**src/rtl/mult8_sequencer.sv**
```systemverilog
// Purpose: unsigned 8x8 multiply built from four 4x4 multiplier handshakes, with a per-phase watchdog.
// Latency: 17 cycles from accepted start to done_o with a 1-cycle acknowledging multiplier.
// Backpressure: start_i is only accepted in IDLE; each step waits on the four-phase en/fim handshake.
//
// Ports:
//   clk_i, rst_i            clock, asynchronous active-low reset
//   start_i, a_i, b_i       request and operands (latched when the start is accepted)
//   busy_o, done_o          not-idle flag, one-cycle end-of-operation pulse
//   error_o, result_o       sticky timeout flag, last successful product
//   mul_a_o, mul_b_o        operand nibbles to the 4x4 multiplier
//   mul_en_o, mul_y_i       request and returned 4x4 product
//   mul_fim_i               multiplier acknowledge
module mult8_sequencer #(
    parameter int TIMEOUT  = 255,
    parameter int TO_WIDTH = 8
) (
    input  logic        clk_i,
    input  logic        rst_i,
    input  logic        start_i,
    input  logic [7:0]  a_i,
    input  logic [7:0]  b_i,
    output logic        busy_o,
    output logic        done_o,
    output logic        error_o,
    output logic [15:0] result_o,
    output logic [3:0]  mul_a_o,
    output logic [3:0]  mul_b_o,
    output logic        mul_en_o,
    input  logic [7:0]  mul_y_i,
    input  logic        mul_fim_i
);

    typedef enum logic [2:0] {
        S_IDLE,
        S_ISSUE,
        S_RELEASE,
        S_DONE,
        S_ERR
    } state_t;

    // Abort on the edge where the count of waiting cycles would reach TIMEOUT.
    localparam logic [TO_WIDTH-1:0] WD_LAST = TO_WIDTH'(TIMEOUT - 1);
    localparam logic [TO_WIDTH-1:0] WD_ONE  = TO_WIDTH'(1);

    state_t              state;
    state_t              state_nxt;
    logic [7:0]          a_q;
    logic [7:0]          b_q;
    logic [1:0]          k_q;
    logic [15:0]         acc_q;
    logic [15:0]         result_q;
    logic [TO_WIDTH-1:0] wd_q;
    logic                error_q;

    logic                wd_expired;
    logic [3:0]          nib_a;
    logic [3:0]          nib_b;
    logic [15:0]         pp;

    assign wd_expired = (wd_q == WD_LAST);

    // Step k selects the nibble pair; the middle two steps share the 4-bit shift.
    always_comb begin
        nib_a = (k_q[1]) ? a_q[7:4] : a_q[3:0];
        nib_b = (k_q[0]) ? b_q[7:4] : b_q[3:0];
        case (k_q)
            2'd0:    pp = {8'd0, mul_y_i};
            2'd3:    pp = {mul_y_i, 8'd0};
            default: pp = {4'd0, mul_y_i, 4'd0};
        endcase
    end

    // State register
    always_ff @(posedge clk_i or negedge rst_i) begin
        if (!rst_i) begin
            state <= S_IDLE;
        end else begin
            state <= state_nxt;
        end
    end

    // Next-state logic
    always_comb begin
        state_nxt = state;
        case (state)
            S_IDLE: begin
                if (start_i) state_nxt = S_ISSUE;
            end
            S_ISSUE: begin
                if (mul_fim_i)       state_nxt = S_RELEASE;
                else if (wd_expired) state_nxt = S_ERR;
            end
            S_RELEASE: begin
                // Never re-request while fim is still high (four-phase handshake).
                if (!mul_fim_i)      state_nxt = (k_q == 2'd3) ? S_DONE : S_ISSUE;
                else if (wd_expired) state_nxt = S_ERR;
            end
            S_DONE:  state_nxt = S_IDLE;
            S_ERR:   state_nxt = S_IDLE;
            default: state_nxt = S_IDLE;
        endcase
    end

    // Datapath: operand latch, accumulator, step counter, watchdog, result and error flag.
    always_ff @(posedge clk_i or negedge rst_i) begin
        if (!rst_i) begin
            a_q      <= '0;
            b_q      <= '0;
            k_q      <= '0;
            acc_q    <= '0;
            result_q <= '0;
            wd_q     <= '0;
            error_q  <= 1'b0;
        end else begin
            case (state)
                S_IDLE: begin
                    if (start_i) begin
                        a_q     <= a_i;
                        b_q     <= b_i;
                        acc_q   <= '0;
                        k_q     <= '0;
                        wd_q    <= '0;
                        error_q <= 1'b0;
                    end
                end
                S_ISSUE: begin
                    if (mul_fim_i) begin
                        acc_q <= acc_q + pp;
                        wd_q  <= '0;
                    end else begin
                        wd_q <= wd_q + WD_ONE;
                        if (wd_expired) error_q <= 1'b1;
                    end
                end
                S_RELEASE: begin
                    if (!mul_fim_i) begin
                        wd_q <= '0;
                        // Result is loaded on the edge into DONE so it is valid alongside done_o.
                        if (k_q == 2'd3) result_q <= acc_q;
                        else             k_q      <= k_q + 2'd1;
                    end else begin
                        wd_q <= wd_q + WD_ONE;
                        if (wd_expired) error_q <= 1'b1;
                    end
                end
                default: ;
            endcase
        end
    end

    // Outputs decoded from state so reset forces them low without a clock edge.
    always_comb begin
        busy_o   = (state != S_IDLE);
        done_o   = (state == S_DONE) || (state == S_ERR);
        mul_en_o = (state == S_ISSUE);
        mul_a_o  = 4'd0;
        mul_b_o  = 4'd0;
        if (state == S_ISSUE) begin
            mul_a_o = nib_a;
            mul_b_o = nib_b;
        end
        error_o  = error_q;
        result_o = result_q;
    end

endmodule

```
**config.mk**
```make
export PLATFORM = sky130hd
export DESIGN_NAME = mult8_sequencer
export DESIGN_NICKNAME = d
export VERILOG_FILES = /design/src/rtl/mult8_sequencer.sv
export SDC_FILE = /design/constraint.sdc
export NUM_CORES = 1
export LEC_CHECK = 0
export BUFFER_PORTS_ARGS = -buffer_cell sky130_fd_sc_hd__buf_2
export CORE_MARGIN = 1
export CORE_UTILIZATION = 55
export DETAILED_ROUTE_END_ITERATION = 10
export GPL_TIMING_DRIVEN = 0
export PLACE_DENSITY = 0.79
export SLEW_MARGIN = 0
export SYNTH_ARGS = -nofsm -noshare
export SYNTH_HDL_FRONTEND = slang
export SYNTH_SLANG_ARGS = --single-unit
```
**constraint.sdc**
```tcl
create_clock -name clk_i -period 8.9 [get_ports clk_i]
set_input_delay 1.335 -clock clk_i [delete_from_list [all_inputs] [get_ports clk_i]]
set_output_delay 1.335 -clock clk_i [all_outputs]
set_load 0.005 [all_outputs]
```
After elaboration in Yosys (flattened, before gate mapping)
Cells that the tools add are included.
- $add $sub $neg: 3
- equal/unequal tests: 12
- mux-type cells: 27
- bitwise gates (word level): 1
- reduce and logical (&&, ||, !) cells: 13
- operators with widths (kind ; count):
    $pmux W16 S2 ; 2
    $mux W16 ; 2
    $mux W8 ; 3
    $pmux W8 S3 ; 1
    $add A16 B16 Y16 ; 1
    $mux W4 ; 4
    $mux W3 ; 4
    $ne A2 B2 Y1 const B ; 5
    $pmux W3 S3 ; 1
    $add A8 B1 Y8 const B ; 1
    $eq A8 B8 Y1 const B ; 1
    $mux W2 ; 4
    $reduce_and A4 Y1 ; 2
    $eq A3 B2 Y1 const B ; 2
    $reduce_and A3 Y1 ; 2
    $reduce_bool A3 Y1 ; 2
    $mux W1 ; 4
    $pmux W2 S2 ; 1
    $reduce_and A2 Y1 ; 2
    $reduce_bool A2 Y1 ; 2
    $eq A3 B1 Y1 const B ; 1
    $eq A3 B3 Y1 const B ; 1
    $logic_not A3 Y1 ; 1
    $pmux W1 S3 ; 1
    other kinds (6) ; 6
- register bits after elaboration: 62
- input port bits: 28
- output and inout port bits: 28
- logic and storage cells: 64

Longest topological paths before layout
- word-level depth: 5
- mapped depth: 14
- depth with buffers taken out: 13

Worst setup path after synthesis
No wires, ideal clock.
- kind: in2reg
- start: input mul_y_i[0]
- end: register acc_q[10]
- library setup time: 0.122 ns
- arrival time: 3.102 ns
- data required time: 8.778 ns
- path slack: 5.677 ns
- stages: 10
- buffers on the path: 0
- cell sequence: and2_1 -> ha_1 -> inv_1 -> fa_1 -> nor2b_1 -> o211ai_1 -> a211oi_1 -> nor2_1 -> xnor2_1 -> a32o_1
- word-level cells in the longest chain between the ends: 4
- ends and longest elaborated chain (what ; RTL line ; RTL):
    from (decl) ; 29 ; input logic [7:0] mul_y_i,
    $pmux W16 S2 ; 66 ; case (k_q)
    $add A16 B16 Y16 ; 128 ; acc_q <= acc_q + pp;
    $mux W16 ; 127 ; if (mul_fim_i) begin
    $pmux W16 S2 ; 115 ; case (state)
    to (signal assigned) ; 128 ;
    to (decl) ; 50 ; logic [15:0] acc_q;
No other way between the ends. The select of a mux whose other input is x is not followed.
A chain may end at the register's enable or synchronous reset.

Final worst setup path
- start: register k_q[0]
- end: register acc_q[10]
- word-level cells in the longest chain between the ends: 5
- elaborated cells between the ends (all ways): 6
- those cells by class: add/sub (1); eq/ne (1); mux (3); reduce/logical (1)
- ends and longest elaborated chain (what ; RTL line ; RTL):
    from (decl) ; 49 ; logic [1:0] k_q;
    from (signal assigned) ; 140 ; else k_q <= k_q + 2'd1;
    $eq A2 B2 Y1 / $logic_not A2 Y1 (equally long branches) ; 66 ;
    $pmux W16 S2 * ; 66 ;
    $add A16 B16 Y16 * ; 128 ;
    $mux W16 * ; 127 ;
    $pmux W16 S2 * ; 115 ;
Mark *: on every way between the ends. The rest lies on a longest branch, timed or not. The select of a mux whose other input is x is not followed.

==> impl_metrics.ini <==
[worst_setup_path]
r2r-end = acc_q[10]$_DFFE_PN0P_
cp_top_family = adder cells
start_kind = register
crit_end = acc_q[10]$_DFFE_PN0P_
slowest_delay_ps = 410
path_cells = clkbuf_1, inv_1, ha_1, nor2b_1, and2_1, ha_1, inv_1, fa_1, nor2b_1, o211ai_1, a211oi_1, nor2_1, xnor2_1, a32o_1
required_ps = 9140
rrSetupSlack_ps = 5250
crit_buf_inv = 3
path_class = register to register
slowest_stage = fa_1
arrival_ps = 3890
cp_max_fo = 8
worst_setup_path_end_kind = register
rr_worst_depth = 14
cp.depth = 14
r2r_start = k_q[0]$_DFFE_PN0P_
startpoint = k_q[0]$_DFFE_PN0P_

[timing]
rsz0062_at_grt = no
max_freq_mhz = 274
period_minus_slack_ps = 3650
tightest_slew_ps = 848
post-route-period-util_pct = 41.0
hold_violations = 0
finalSetupViolCount = 0
fin_setup_tns_ps = 0
drv_slew = 0
skew_ps = 7.82
maxSlewHeadroom_pct = 43.0

[clocking]
cts_sinks = 62
clock_path_buffers = 2
cts_setup_buffers = 0
numCtsBuffers = 9
path_clk_slew_ps = 70
cts-root-buf = clkbuf_8
cts_tree = built
cts_hold_buf = 0
cts_resized = 0
clk_latency_ps = 350
h-tree-depth = 3

[drt]
drc = 4
num_vias = 2896
routed_via_density = 5.70
firstDrtPassIters = 7
drt_wl_total_mm = 7.85
ant_nets = 0
drtIter0Drc = 141
wl_per_cell_um = 15.5

[synth]
ys_seq_area_share_pct = 41.8
synth_xor_area_share_pct = 2.83
synth-seq-cells = 62
synth-edff-count = 0
yosysTopAreaCellShare_pct = 41.8
synth-simple-area-share_pct = 14.1
syn_area_sq_um = 3710
synth.top_cells.by_area = dfrtp_1, mux2_2, ha_1
synth_largest_area_cell = dfrtp_1
async_reset_ff_share_pct = 100
synthAdderAreaFrac_pct = 7.61
synth_cell_type_count = 54
synth.area.mux_share_pct = 13.6
synth-compound-area-share_pct = 16.5
syn-num-nets = 410
syn_area_per_cell_sq_um = 10.3
ys_warn_count = 0
synth-main-ff-cell = dfrtp_1
syn_inst = 360
synth_top_family_by_area = compound AO/OA/AOI/OAI gates

[die]
die_height_um = 84.2
die_area_sq_um = 7090
rows = 29
start_util_pct = 57.8
ioPinCount = 56
core_sq_um = 6420
die_w_um = 84.2

[final_layout]
final_cell_mix = dfrtp_1, buf_2, nand2_1
postLayoutCoreUtil_pct = 66.8
fill_cells = 528
syn2layout_area_growth_pct = 15.4
drive_gt1_share_pct = 29.7
layout.area.seq_sq_um = 1550
diodes = 0
final_cells = 508
design_area_sq_um = 4290
layout_commonest_cell = dfrtp_1
layout.nets = 476
multi_input_area_sq_um = 2030

[pwr]
peakVddDrop_mv = 0.195
p_per_area_nw_per_um2 = 281
power.total_mw = 1.21
leakagePower_nw = 2.06

[hold_path]
hold_class = register to register

[status]
status = finished with violations
failed_checks = design-rule violations

[grt]
grt_overflow = 0
grt_antenna_before_repair = 0
grt_use_total_pct = 25.0
grt_pass1_vias = 2904
grt_pass1_wl_mm = 13.7
grt_max_degree = 63

[run]
drv_cap = 0

[placement]
place_inst = 492
place_hpwl_mm = 5.67
finalWeightedCongestion = 0.872
port_buffers = 55
place_area_sq_um = 4090
-- layout make-up --
cell class                      instances  share of cell area [%]
Clock inverter                          7                    1.75
Multi-Input combinational cell        272                    47.4
Inverter                               11                   0.963
Timing Repair Buffer                   55                    6.48
Tap cell                               77                    2.25
Buffer                                 15                    2.13
Clock buffer                            9                    2.89
Sequential cell                        62                    36.2
-- power breakdown --
part           total [mW]  internal, mW  switching (mW)
clock network       0.251         0.129           0.121
registers           0.401         0.353          0.0486
logic               0.554         0.246           0.308
total                1.21         0.727           0.478
-- layer usage --
metal  part of all wire [%]  global-route usage [%]  routed length (um)
met1                     44                    31.1                3450
met2                     48                    41.0                3750
met3                    5.4                    6.49                 428
met4                    2.9                    11.8                 226
met5                      0                       0                   0
-- worst min-delay path by stage --
stage | from | to | slack [ps] | cells after the start
final | wd_q[5]$_DFFE_PN0P_ | wd_q[5]$_DFFE_PN0P_ | 480 | 1
after floorplan | wd_q[5]$_DFFE_PN0P_ | wd_q[5]$_DFFE_PN0P_ | 450 | 1
after global routing | error_o$_DFFE_PN0P_ | error_o$_DFFE_PN0P_ | 500 | 1
after CTS | wd_q[5]$_DFFE_PN0P_ | wd_q[5]$_DFFE_PN0P_ | 490 | 1
after detailed placement | wd_q[5]$_DFFE_PN0P_ | wd_q[5]$_DFFE_PN0P_ | 480 | 1
after global placement | wd_q[5]$_DFFE_PN0P_ | wd_q[5]$_DFFE_PN0P_ | 460 | 1
-- stage by stage --
stage               setup WS, ps  hold slack [ps]
floorplan                   5680              448
global placement            5270              461
detailed placement          5290              476
CTS                         5260              485
global route                4910              504
finish                      5250              482
-- cell usage after synthesis, types with 2 or more instances --
cell type  number
mux2_2         24
o21a_1          3
and4_1          2
nand3b_1        2
a32o_1          2
buf_6           2
dfrtp_1        62
nand2b_1        3
a21oi_1        15
o41ai_1         2
a21o_1          6
a221oi_2        2
nand3_1         6
o21ai_1         2
a41oi_1         2
nor2b_1         7
o31ai_1         6
ha_1           21
and2_4          2
a211oi_1        3
buf_2           7
and2_1          8
clkbuf_1        5
mux2_4          9
nor2_1         23
a22o_1          3
nand2_1        40
inv_1          10
xnor2_1         4
o211ai_1        3
o21ai_0        35
mux2i_1        10
xor2_1          8
-- flip-flops by register name, summed over array words and instances (netlist names) --
name	cells
a_q	8
acc_q	16
b_q	8
error_o	1
k_q	2
result_o	16
state	3
wd_q	8
-- logic make-up (layout without fill, tap and decap cells) --
logic type	Yosys count	in the layout
AND/OR/NAND/NOR	102	102
adder cells (fa/ha/maj)	22	22
XOR/XNOR	12	12
multiplexers	43	43
flip-flops	62	62
buffers and inverters	26	97
AO/OA/AOI/OAI	93	93
No activity file was read; power rests on OpenSTA's default activity.
